`src/rtl/imem_loader.sv`:
```
// UART boot loader: receives an 8N1 framed image (A5, LEN_LO, LEN_HI, LEN words LSB-first)
// and writes it word by word into instruction memory, holding the core in reset until done.
module imem_loader #(
  parameter int unsigned CLKS_PER_BIT = 868,
  parameter logic [31:0] BASE_ADDR    = 32'h0100_0000,
  parameter int unsigned MAX_WORDS    = 1024
) (
  input  logic        clk,
  input  logic        rst,
  input  logic        uart_rx,
  output logic        imem_we,
  output logic [31:0] imem_addr,
  output logic [31:0] imem_wdata,
  output logic        core_hold,
  output logic        done,
  output logic        error,
  output logic [15:0] words_loaded
);

  localparam int unsigned        CNT_W     = $clog2(CLKS_PER_BIT);
  localparam logic [CNT_W-1:0]   FULL_LAST = CNT_W'(CLKS_PER_BIT - 1);
  localparam logic [CNT_W-1:0]   HALF_LAST = CNT_W'(CLKS_PER_BIT / 2 - 1);

  typedef enum logic [1:0] {RX_IDLE, RX_START, RX_DATA, RX_STOP} rx_state_t;
  typedef enum logic [2:0] {S_SYNC, S_LEN_LO, S_LEN_HI, S_DATA, S_DONE, S_ERROR} state_t;

  // receiver
  logic             r_rx_meta, r_rx_sync, r_rx_prev;
  rx_state_t        r_rx_state, w_rx_next;
  logic [CNT_W-1:0] r_rx_cnt;
  logic [2:0]       r_rx_bit;
  logic [7:0]       r_rx_shift;
  logic             w_rx_tick;
  logic             w_byte_valid, w_frame_err;
  logic [7:0]       w_rx_byte;

  // loader
  state_t      r_state, w_next;
  logic [7:0]  r_len_lo;
  logic [15:0] r_len;
  logic [1:0]  r_idx;
  logic [23:0] r_word;
  logic [31:0] r_wdata;
  logic        r_we;
  logic [15:0] r_words;
  logic [15:0] w_len;
  logic        w_last;

  always_comb begin
    w_rx_next = r_rx_state;
    w_rx_tick = 1'b0;
    case (r_rx_state)
      RX_IDLE: begin
        if (r_rx_prev && !r_rx_sync) w_rx_next = RX_START;
      end
      RX_START: begin
        // mid-start-bit re-sample rejects glitches
        w_rx_tick = (r_rx_cnt == HALF_LAST);
        if (w_rx_tick) w_rx_next = r_rx_sync ? RX_IDLE : RX_DATA;
      end
      RX_DATA: begin
        w_rx_tick = (r_rx_cnt == FULL_LAST);
        if (w_rx_tick && (r_rx_bit == 3'd7)) w_rx_next = RX_STOP;
      end
      RX_STOP: begin
        w_rx_tick = (r_rx_cnt == FULL_LAST);
        if (w_rx_tick) w_rx_next = RX_IDLE;
      end
      default: w_rx_next = RX_IDLE;
    endcase
  end

  assign w_byte_valid = (r_rx_state == RX_STOP) && w_rx_tick && r_rx_sync;
  assign w_frame_err  = (r_rx_state == RX_STOP) && w_rx_tick && !r_rx_sync;
  assign w_rx_byte    = r_rx_shift;

  always_ff @(posedge clk) begin
    if (rst) begin
      r_rx_meta  <= 1'b1;
      r_rx_sync  <= 1'b1;
      r_rx_prev  <= 1'b1;
      r_rx_state <= RX_IDLE;
      r_rx_cnt   <= '0;
      r_rx_bit   <= '0;
      r_rx_shift <= '0;
    end else begin
      r_rx_meta  <= uart_rx;
      r_rx_sync  <= r_rx_meta;
      r_rx_prev  <= r_rx_sync;
      r_rx_state <= w_rx_next;
      r_rx_cnt   <= (r_rx_state == RX_IDLE || w_rx_tick) ? '0 : r_rx_cnt + 1'b1;
      if (r_rx_state == RX_START) r_rx_bit <= '0;
      if (r_rx_state == RX_DATA && w_rx_tick) begin
        r_rx_shift <= {r_rx_sync, r_rx_shift[7:1]};
        r_rx_bit   <= r_rx_bit + 1'b1;
      end
    end
  end

  assign w_len  = {w_rx_byte, r_len_lo};
  assign w_last = ((r_words + 16'd1) == r_len);

  always_comb begin
    w_next = r_state;
    if (w_frame_err && r_state != S_DONE) begin
      w_next = S_ERROR;
    end else begin
      case (r_state)
        S_SYNC:   if (w_byte_valid && w_rx_byte == 8'hA5) w_next = S_LEN_LO;
        S_LEN_LO: if (w_byte_valid) w_next = S_LEN_HI;
        S_LEN_HI: begin
          if (w_byte_valid) begin
            if (w_len == 16'd0)                 w_next = S_DONE;
            else if (32'(w_len) > MAX_WORDS)    w_next = S_ERROR;
            else                                w_next = S_DATA;
          end
        end
        S_DATA:   if (r_we && w_last) w_next = S_DONE;
        default:  w_next = r_state;
      endcase
    end
  end

  always_ff @(posedge clk) begin
    if (rst) begin
      r_state  <= S_SYNC;
      r_len_lo <= '0;
      r_len    <= '0;
      r_idx    <= '0;
      r_word   <= '0;
      r_wdata  <= '0;
      r_we     <= 1'b0;
      r_words  <= '0;
    end else begin
      r_state <= w_next;
      r_we    <= (r_state == S_DATA) && w_byte_valid && (r_idx == 2'd3);
      if (r_we) r_words <= r_words + 16'd1;
      if (r_state == S_LEN_LO && w_byte_valid) r_len_lo <= w_rx_byte;
      if (r_state == S_LEN_HI && w_byte_valid) begin
        r_len <= w_len;
        r_idx <= '0;
      end
      if (r_state == S_DATA && w_byte_valid) begin
        r_idx <= r_idx + 2'd1;
        case (r_idx)
          2'd0:    r_word[7:0]   <= w_rx_byte;
          2'd1:    r_word[15:8]  <= w_rx_byte;
          2'd2:    r_word[23:16] <= w_rx_byte;
          default: r_wdata       <= {w_rx_byte, r_word};
        endcase
      end
    end
  end

  assign imem_we      = r_we;
  assign imem_addr    = BASE_ADDR + {14'd0, r_words, 2'b00};
  assign imem_wdata   = r_wdata;
  assign core_hold    = (r_state != S_DONE);
  assign done         = (r_state == S_DONE);
  assign error        = (r_state == S_ERROR);
  assign words_loaded = r_words;

endmodule

```
`config.mk`:
```
export PLATFORM = sky130hd
export DESIGN_NAME = imem_loader
export DESIGN_NICKNAME = d
export VERILOG_FILES = /design/src/rtl/imem_loader.sv
export SDC_FILE = /design/constraint.sdc
export NUM_CORES = 1
export LEC_CHECK = 0
export CORE_ASPECT_RATIO = 1.25
export CORE_MARGIN = 5
export CORE_UTILIZATION = 57
export CTS_CLUSTER_SIZE = 10
export DETAILED_ROUTE_END_ITERATION = 10
export DONT_BUFFER_PORTS = 1
export PLACE_DENSITY = 0.71
export SLEW_MARGIN = 20
export SYNTH_ARGS = -nofsm -noshare
export SYNTH_HDL_FRONTEND = slang
export SYNTH_SLANG_ARGS = --single-unit
```
`constraint.sdc`:
```
create_clock -name clk -period 2.4 [get_ports clk]
set_clock_uncertainty 0.15 [all_clocks]
set_input_delay 0.48 -clock clk [delete_from_list [all_inputs] [get_ports clk]]
set_output_delay 0.48 -clock clk [all_outputs]
set_load 0.02 [all_outputs]
```
* Word level (Yosys, flattened, before mapping)
Index checks and enable logic that the tools add are counted.
Operators by class: add/subtract/negate cells 5, $lt $le $gt $ge 1, eq/ne operators 29, multiplexer cells 19, bitwise gates (word level) 1, reduce and logical (&&, ||, !) cells 34
Operators by type and width (count):
- two-way mux 3 bit | 9
- adder 25 x 18 -> 26 bit (first input constant) | 1
- adder 16 x 1 -> 16 bit (second input constant) | 1
- equality test 16 bit | 1
- greater-than comparator 16 x 11 -> 1 bit (second input constant) | 1
- logical NOT 16 bit | 1
- != test 2 bit (second input constant) | 8
- != test 3 bit (second input constant) | 5
- two-way mux 2 bit | 7
- logical AND 1 bit | 13
- one-hot mux 3 bit (4 select lines) | 1
- adder 10 x 1 -> 10 bit (second input constant) | 1
- equality test 10 bit (second input constant) | 1
- equality test 10 x 9 -> 1 bit (second input constant) | 1
- AND reduction 5 bit | 2
- equality test 3 bit (second input constant) | 3
- equality test 2 bit (second input constant) | 4
- equality test 8 bit (second input constant) | 1
- one-hot mux 2 bit (4 select lines) | 1
- AND reduction 2 bit | 4
- equality test 3 x 2 -> 1 bit (second input constant) | 2
- OR reduction 2 bit | 3
- nonzero test 5 bit | 1
- equality test 2 x 1 -> 1 bit (second input constant) | 2
- other kinds (13) | 15
Storage, ports and cells: flip-flop bits (word level) 128, input port bits 3, output and inout bits 84, logic and storage cells 107

* Depth between registers and ports, before layout
depth in word-level cells 9, mapped depth 10, mapped depth without buffers 8

* Worst setup path after synthesis
Ideal clock, no wire load.
kind register -> register, from register r_words[0], in the netlist words_loaded[0], to register r_state[0], setup time 138 ps, data arrival time 2250 ps, required time 2112 ps, setup slack -138 ps, stages on the path, launching flop included 8, path buffers 0, period minus slack after synthesis 2538 ps, cell sequence dfxtp_1 > ha_1 > nand3_1 > nor3_1 > or3b_2 > a2111o_1 > o31ai_1 > a31oi_1
Between the ends: word-level cells in the longest chain between the ends 5
Ends and longest elaborated chain:
- start, declared | line 45 | logic [15:0] r_words;
- start signal, assigned | line 137 | if (r_we) r_words <= r_words + 16'd1;
- adder 16 x 1 -> 16 bit | line 101 | assign w_last = ((r_words + 16'd1) == r_len);
- equality test 16 bit | line 101
- logical AND 1 bit | line 118 | S_DATA: if (r_we && w_last) w_next = S_DONE;
- != test 3 bit (no source line)
- AND reduction 5 bit (no source line)
- end signal, assigned | line 135 | r_state <= w_next;
- end, declared | line 38 | state_t r_state, w_next;
No other way between the ends. A chain may end at the register's enable or synchronous reset.

* Worst setup path in the final report
from register r_rx_cnt[8], to register r_len[6]
Between the ends: word-level cells in the longest chain between the ends 5, elaborated cells between the ends (all ways) 6, those cells by class eq/ne (2); mux (1); reduce/logical (3)
Ends and longest elaborated chain:
- start, declared | line 30 | logic [CNT_W-1:0] r_rx_cnt;
- start signal, assigned | line 91 | r_rx_cnt <= (r_rx_state == RX_IDLE || w_rx_tick) ? '0 : r_rx_cnt + 1'b1;
- equality test 10 bit or equality test 10 x 9 -> 1 bit (tied branches) | line 62, 66, 58
- one-hot mux 1 bit (2 select lines) (*) | line 52 | case (r_rx_state)
- logical AND 1 bit (*) (2 in series) | line 73 | assign w_byte_valid = (r_rx_state == RX_STOP) && w_rx_tick && r_rx_sync;
- logical AND 1 bit (*) | line 139 | if (r_state == S_LEN_HI && w_byte_valid) begin
- end signal, assigned | line 140 | r_len <= w_len;
- end, declared | line 40 | logic [15:0] r_len;
Mark *: on every way between the ends. The rest lies on a longest branch, timed or not.

==> metrics <==
Synth Area in XOR/XNOR 7.07%; vias in the first global route 4545; most used routing layer met2; Gate Count Post-Synth 701; Post-synth EDFFs 0; core footprint 10100 um^2; outcome complete, but fails checks; Starting Density 57.9%; met3 Resource Use GR 7.17%; Tot GR Track Use 22.1%; worst-case reg-to-reg path depth 7; Vias between 4000 and 5000; Power, Total 4.84 mW; CP max FO 8; WL/cell 15.7 um; hold_ws 0.0105 ns; sequential share of the synthesized area 44.0%; VDD IR-drop max 521 uV; failing checks negative setup slack; max-slew violations 0; Synth Area in Adders 1.94%; Iteration-0 DRC Markers 327; Post-Syn Area 5820 um^2; Synth cell types 54; ys async rst share 0%; Core Util, Final 68.3%; Achievable Freq 0.412 GHz; multiplexer share of the synthesized area 4.64%; GRT overflow 0; Global Route met2 Usage 38.3%; HP Start rst; CTS sink cnt 128; synth warn 0; NumNets Final 731; maximum buffer depth of the clock tree 2; pwr dens 705 nW/um^2; initial antenna violation count 0; Worst Tran Pin Value 0.504 ns; worst reg2reg setup slack -0.03 ns; post-synthesis compound-gate area fraction under 10%; number of CTS-inserted buffers 17; CTS clock-pin slew for the worst setup and hold paths 0.06 ns; cts hold-fix bufs 14; Detail Route Antenna Nets 0; htree depth 4; worst skew pair latency 0.42 ns; WP data required ~2.6 ns; Slew Limit Headroom 66.4%; unrepaired setup endpoints after global routing true; drt drc 0; minimum clock period ~2.4 ns; Die X-Extent 100 um; CP arrival around 2.6 ns; Reg-to-Reg End r_len[6]$_SDFFE_PP0P_; clk root buf clkbuf_16; CP Launch Type flop; Final Routed Wirelength around 14 mm; Multi-input gate area approximately 2900 um^2; DR pass1 iterations 5; # setup viols final 11; first-pass GRT wire length 21.5 mm; Fin. Hold Viols 0; Synth Area per Inst ~8.3 um^2; site row count around 40; full die area around 12000 um^2; Leakage 2.57 nW; Final GP Congestion 0.864; #FFs+latches synth around 130; setup ws final -0.0262 ns; largest family of logic cells by synthesized area simple AND/OR/NAND/NOR gates; Worst Setup End Kind flop; critical path class flop to flop; Ports 87; Synth Area in Simple Gates between 20% and 30%; Fill cells 802; Worst R2R Start r_rx_cnt[8]$_SDFF_PP0_; largest net degree at the start of global routing 121; dpl hpwl between 8 and 9 mm; register area 2570 um^2; IO Port Bufs 0; Max Cap Violations 0; hold-critical path depth 1; share of cells above drive strength 1 between 15 and 20%; TritonCTS clock tree done; top_reg_cell synth dfxtp_1; Die H 123 um; n_diodes 0; GR Util met1 24.1%; Syn-to-layout area delta 18.0%; vias per cell ~5.5; Final Cycle Share 101%; Hold Crit Class primary input to flop
## cell usage in the layout (no fill, tap or decap), types with 3 or more instances in the layout
cell type | Yosys | routed
buf_12 | 1 | 3
nand2_1 | 126 | 123
nand3_1 | 44 | 44
and3_1 | 6 | 5
clkbuf_16 | 0 | 19
xor2_1 | 20 | 20
dlygate4sd3_1 | 0 | 14
nor4_1 | 6 | 6
ha_1 | 9 | 7
mux2i_1 | 27 | 24
conb_1 | 2 | 16
and4_1 | 3 | 3
xnor2_1 | 27 | 27
a21o_1 | 3 | 3
a22oi_1 | 4 | 4
nand4_1 | 10 | 10
buf_4 | 43 | 44
a31oi_1 | 3 | 3
nor3_4 | 1 | 3
o21ai_0 | 5 | 5
dfxtp_2 | 0 | 7
a21oi_1 | 68 | 66
nand2_2 | 0 | 3
inv_1 | 11 | 11
bufinv_16 | 0 | 3
nor2_1 | 71 | 71
dfxtp_1 | 128 | 121
inv_6 | 0 | 4
or2_2 | 3 | 3
clkinv_4 | 0 | 4
nor3_1 | 11 | 8
## cell type report
| cell class | count | share of cell area, % |
|---|---|---|
| repair buffers | 66 | 8.85 |
| multi-input cells | 495 | 41.7 |
| inverters | 11 | 0.601 |
| flip-flops and latches | 128 | 37.4 |
| clock inverters | 14 | 2.62 |
| clock buffers | 18 | 6.39 |
| well taps | 129 | 2.35 |
## state kept, by name, summed over array words and instances, names as in the netlist, 2 cells and up, named ones only
register,count
r_state,3
r_len_lo,8
imem_wdata,32
words_loaded,16
r_rx_bit,3
r_idx,2
r_word,24
r_rx_shift,8
r_len,16
r_rx_cnt,10
## power by group
group	total (mW)	switching (mW)	internal, mW
combinational	0.0383	0.0302	0.00813
clock	2.67	0.996	1.68
sequential	2.13	0.00155	2.13
## cells by family (layout without fill, tap and decap cells)
logic type,count (synthesis),count (layout)
fa+ha+maj,9,9
compound gates,97,97
simple gates,299,299
xor+xnor,47,47
other cells,2,16
buf+inv,92,109
mux,27,27
flops,128,128
## how the worst max path moves through the flow
stage                                 start                       end  slack, ns  cells after the start
3_5_place_dp         r_rx_cnt[1]$_SDFF_PP0_   r_word[10]$_SDFFE_PP0P_      -0.05                      8
3_3_place_gp         r_rx_cnt[8]$_SDFF_PP0_  r_len_lo[1]$_SDFFE_PP0P_     -0.006                      6
4_1_cts        words_loaded[0]$_SDFFE_PP0P_   r_state[1]$_SDFFE_PP0P_    0.00009                      7
5_1_grt              r_rx_cnt[8]$_SDFF_PP0_     r_len[4]$_SDFFE_PP0P_      -0.09                      7
2_1_floorplan        r_rx_cnt[1]$_SDFF_PP0_    r_len[10]$_SDFFE_PP0P_      0.003                      8
6_report             r_rx_cnt[8]$_SDFF_PP0_     r_len[6]$_SDFFE_PP0P_      -0.03                      7
## critical path, cell delays in order (launching register included)
cell,delay [ns]
dfxtp_2,0.34
or3b_4,0.41
or4_4,0.53
buf_6,0.16
nor3_4,0.25
buf_12,0.19
mux2i_2,0.22
nor2_1,0.07
## repair_timing
action                                  CTS  global route
gates cloned                              1             2
pin swaps                                 1             7
endpoints found under the hold margin    92            56
gates resized for setup                   6            16
buffers inserted                          1             5
endpoints found under the setup margin   32            82
## per-layer routing
| layer | up-vias | wire (um) |
|---|---|---|
| li1 | 2342 | - |
| met1 | 2242 | 5230 |
| met2 | 132 | 7210 |
| met3 | 30 | 707 |
| met4 | 0 | 393 |
| met5 | - | 0 |
## metrics by stage
stage / setup slack [ns] / std cells / cell area [um^2] / TNS [ns]
finish: -0.0262 / 861 / 6870 / -0.127
global route: -0.0872 / 861 / 6870 / -1.01
CTS: 0.0000915 / 854 / 6710 / 0
detailed placement: -0.0453 / 806 / 5920 / -0.619
global placement: -0.00641 / 806 / 5920 / -0.0211
floorplan: 0.00297 / 715 / 5900 / 0
## cells in the mapped netlist, drive strengths merged, types with 2 or more instances
cell type / n / area, um^2
a21o: 3 / 22.5
a21oi: 68 / 340
a22oi: 4 / 30.0
a31oi: 3 / 18.8
and2: 2 / 13.8
and3: 6 / 37.5
and4: 3 / 26.3
buf: 53 / 385
clkbuf: 27 / 101
conb: 2 / 7.51
dfxtp: 128 / 2560
ha: 9 / 113
inv: 11 / 41.3
mux2i: 27 / 270
nand2: 126 / 473
nand2b: 2 / 12.5
nand3: 45 / 230
nand4: 10 / 62.6
nor2: 71 / 267
nor3: 13 / 81.3
nor4: 6 / 37.5
o211ai: 2 / 15.0
o21ai: 5 / 25.0
o31ai: 3 / 22.5
o41ai: 2 / 17.5
or2: 3 / 18.8
or3: 3 / 20.0
or3b: 2 / 20.0
or4: 2 / 16.3
xnor2: 27 / 236
xor2: 20 / 175
Note: power is estimated with default switching activity, not from simulation.
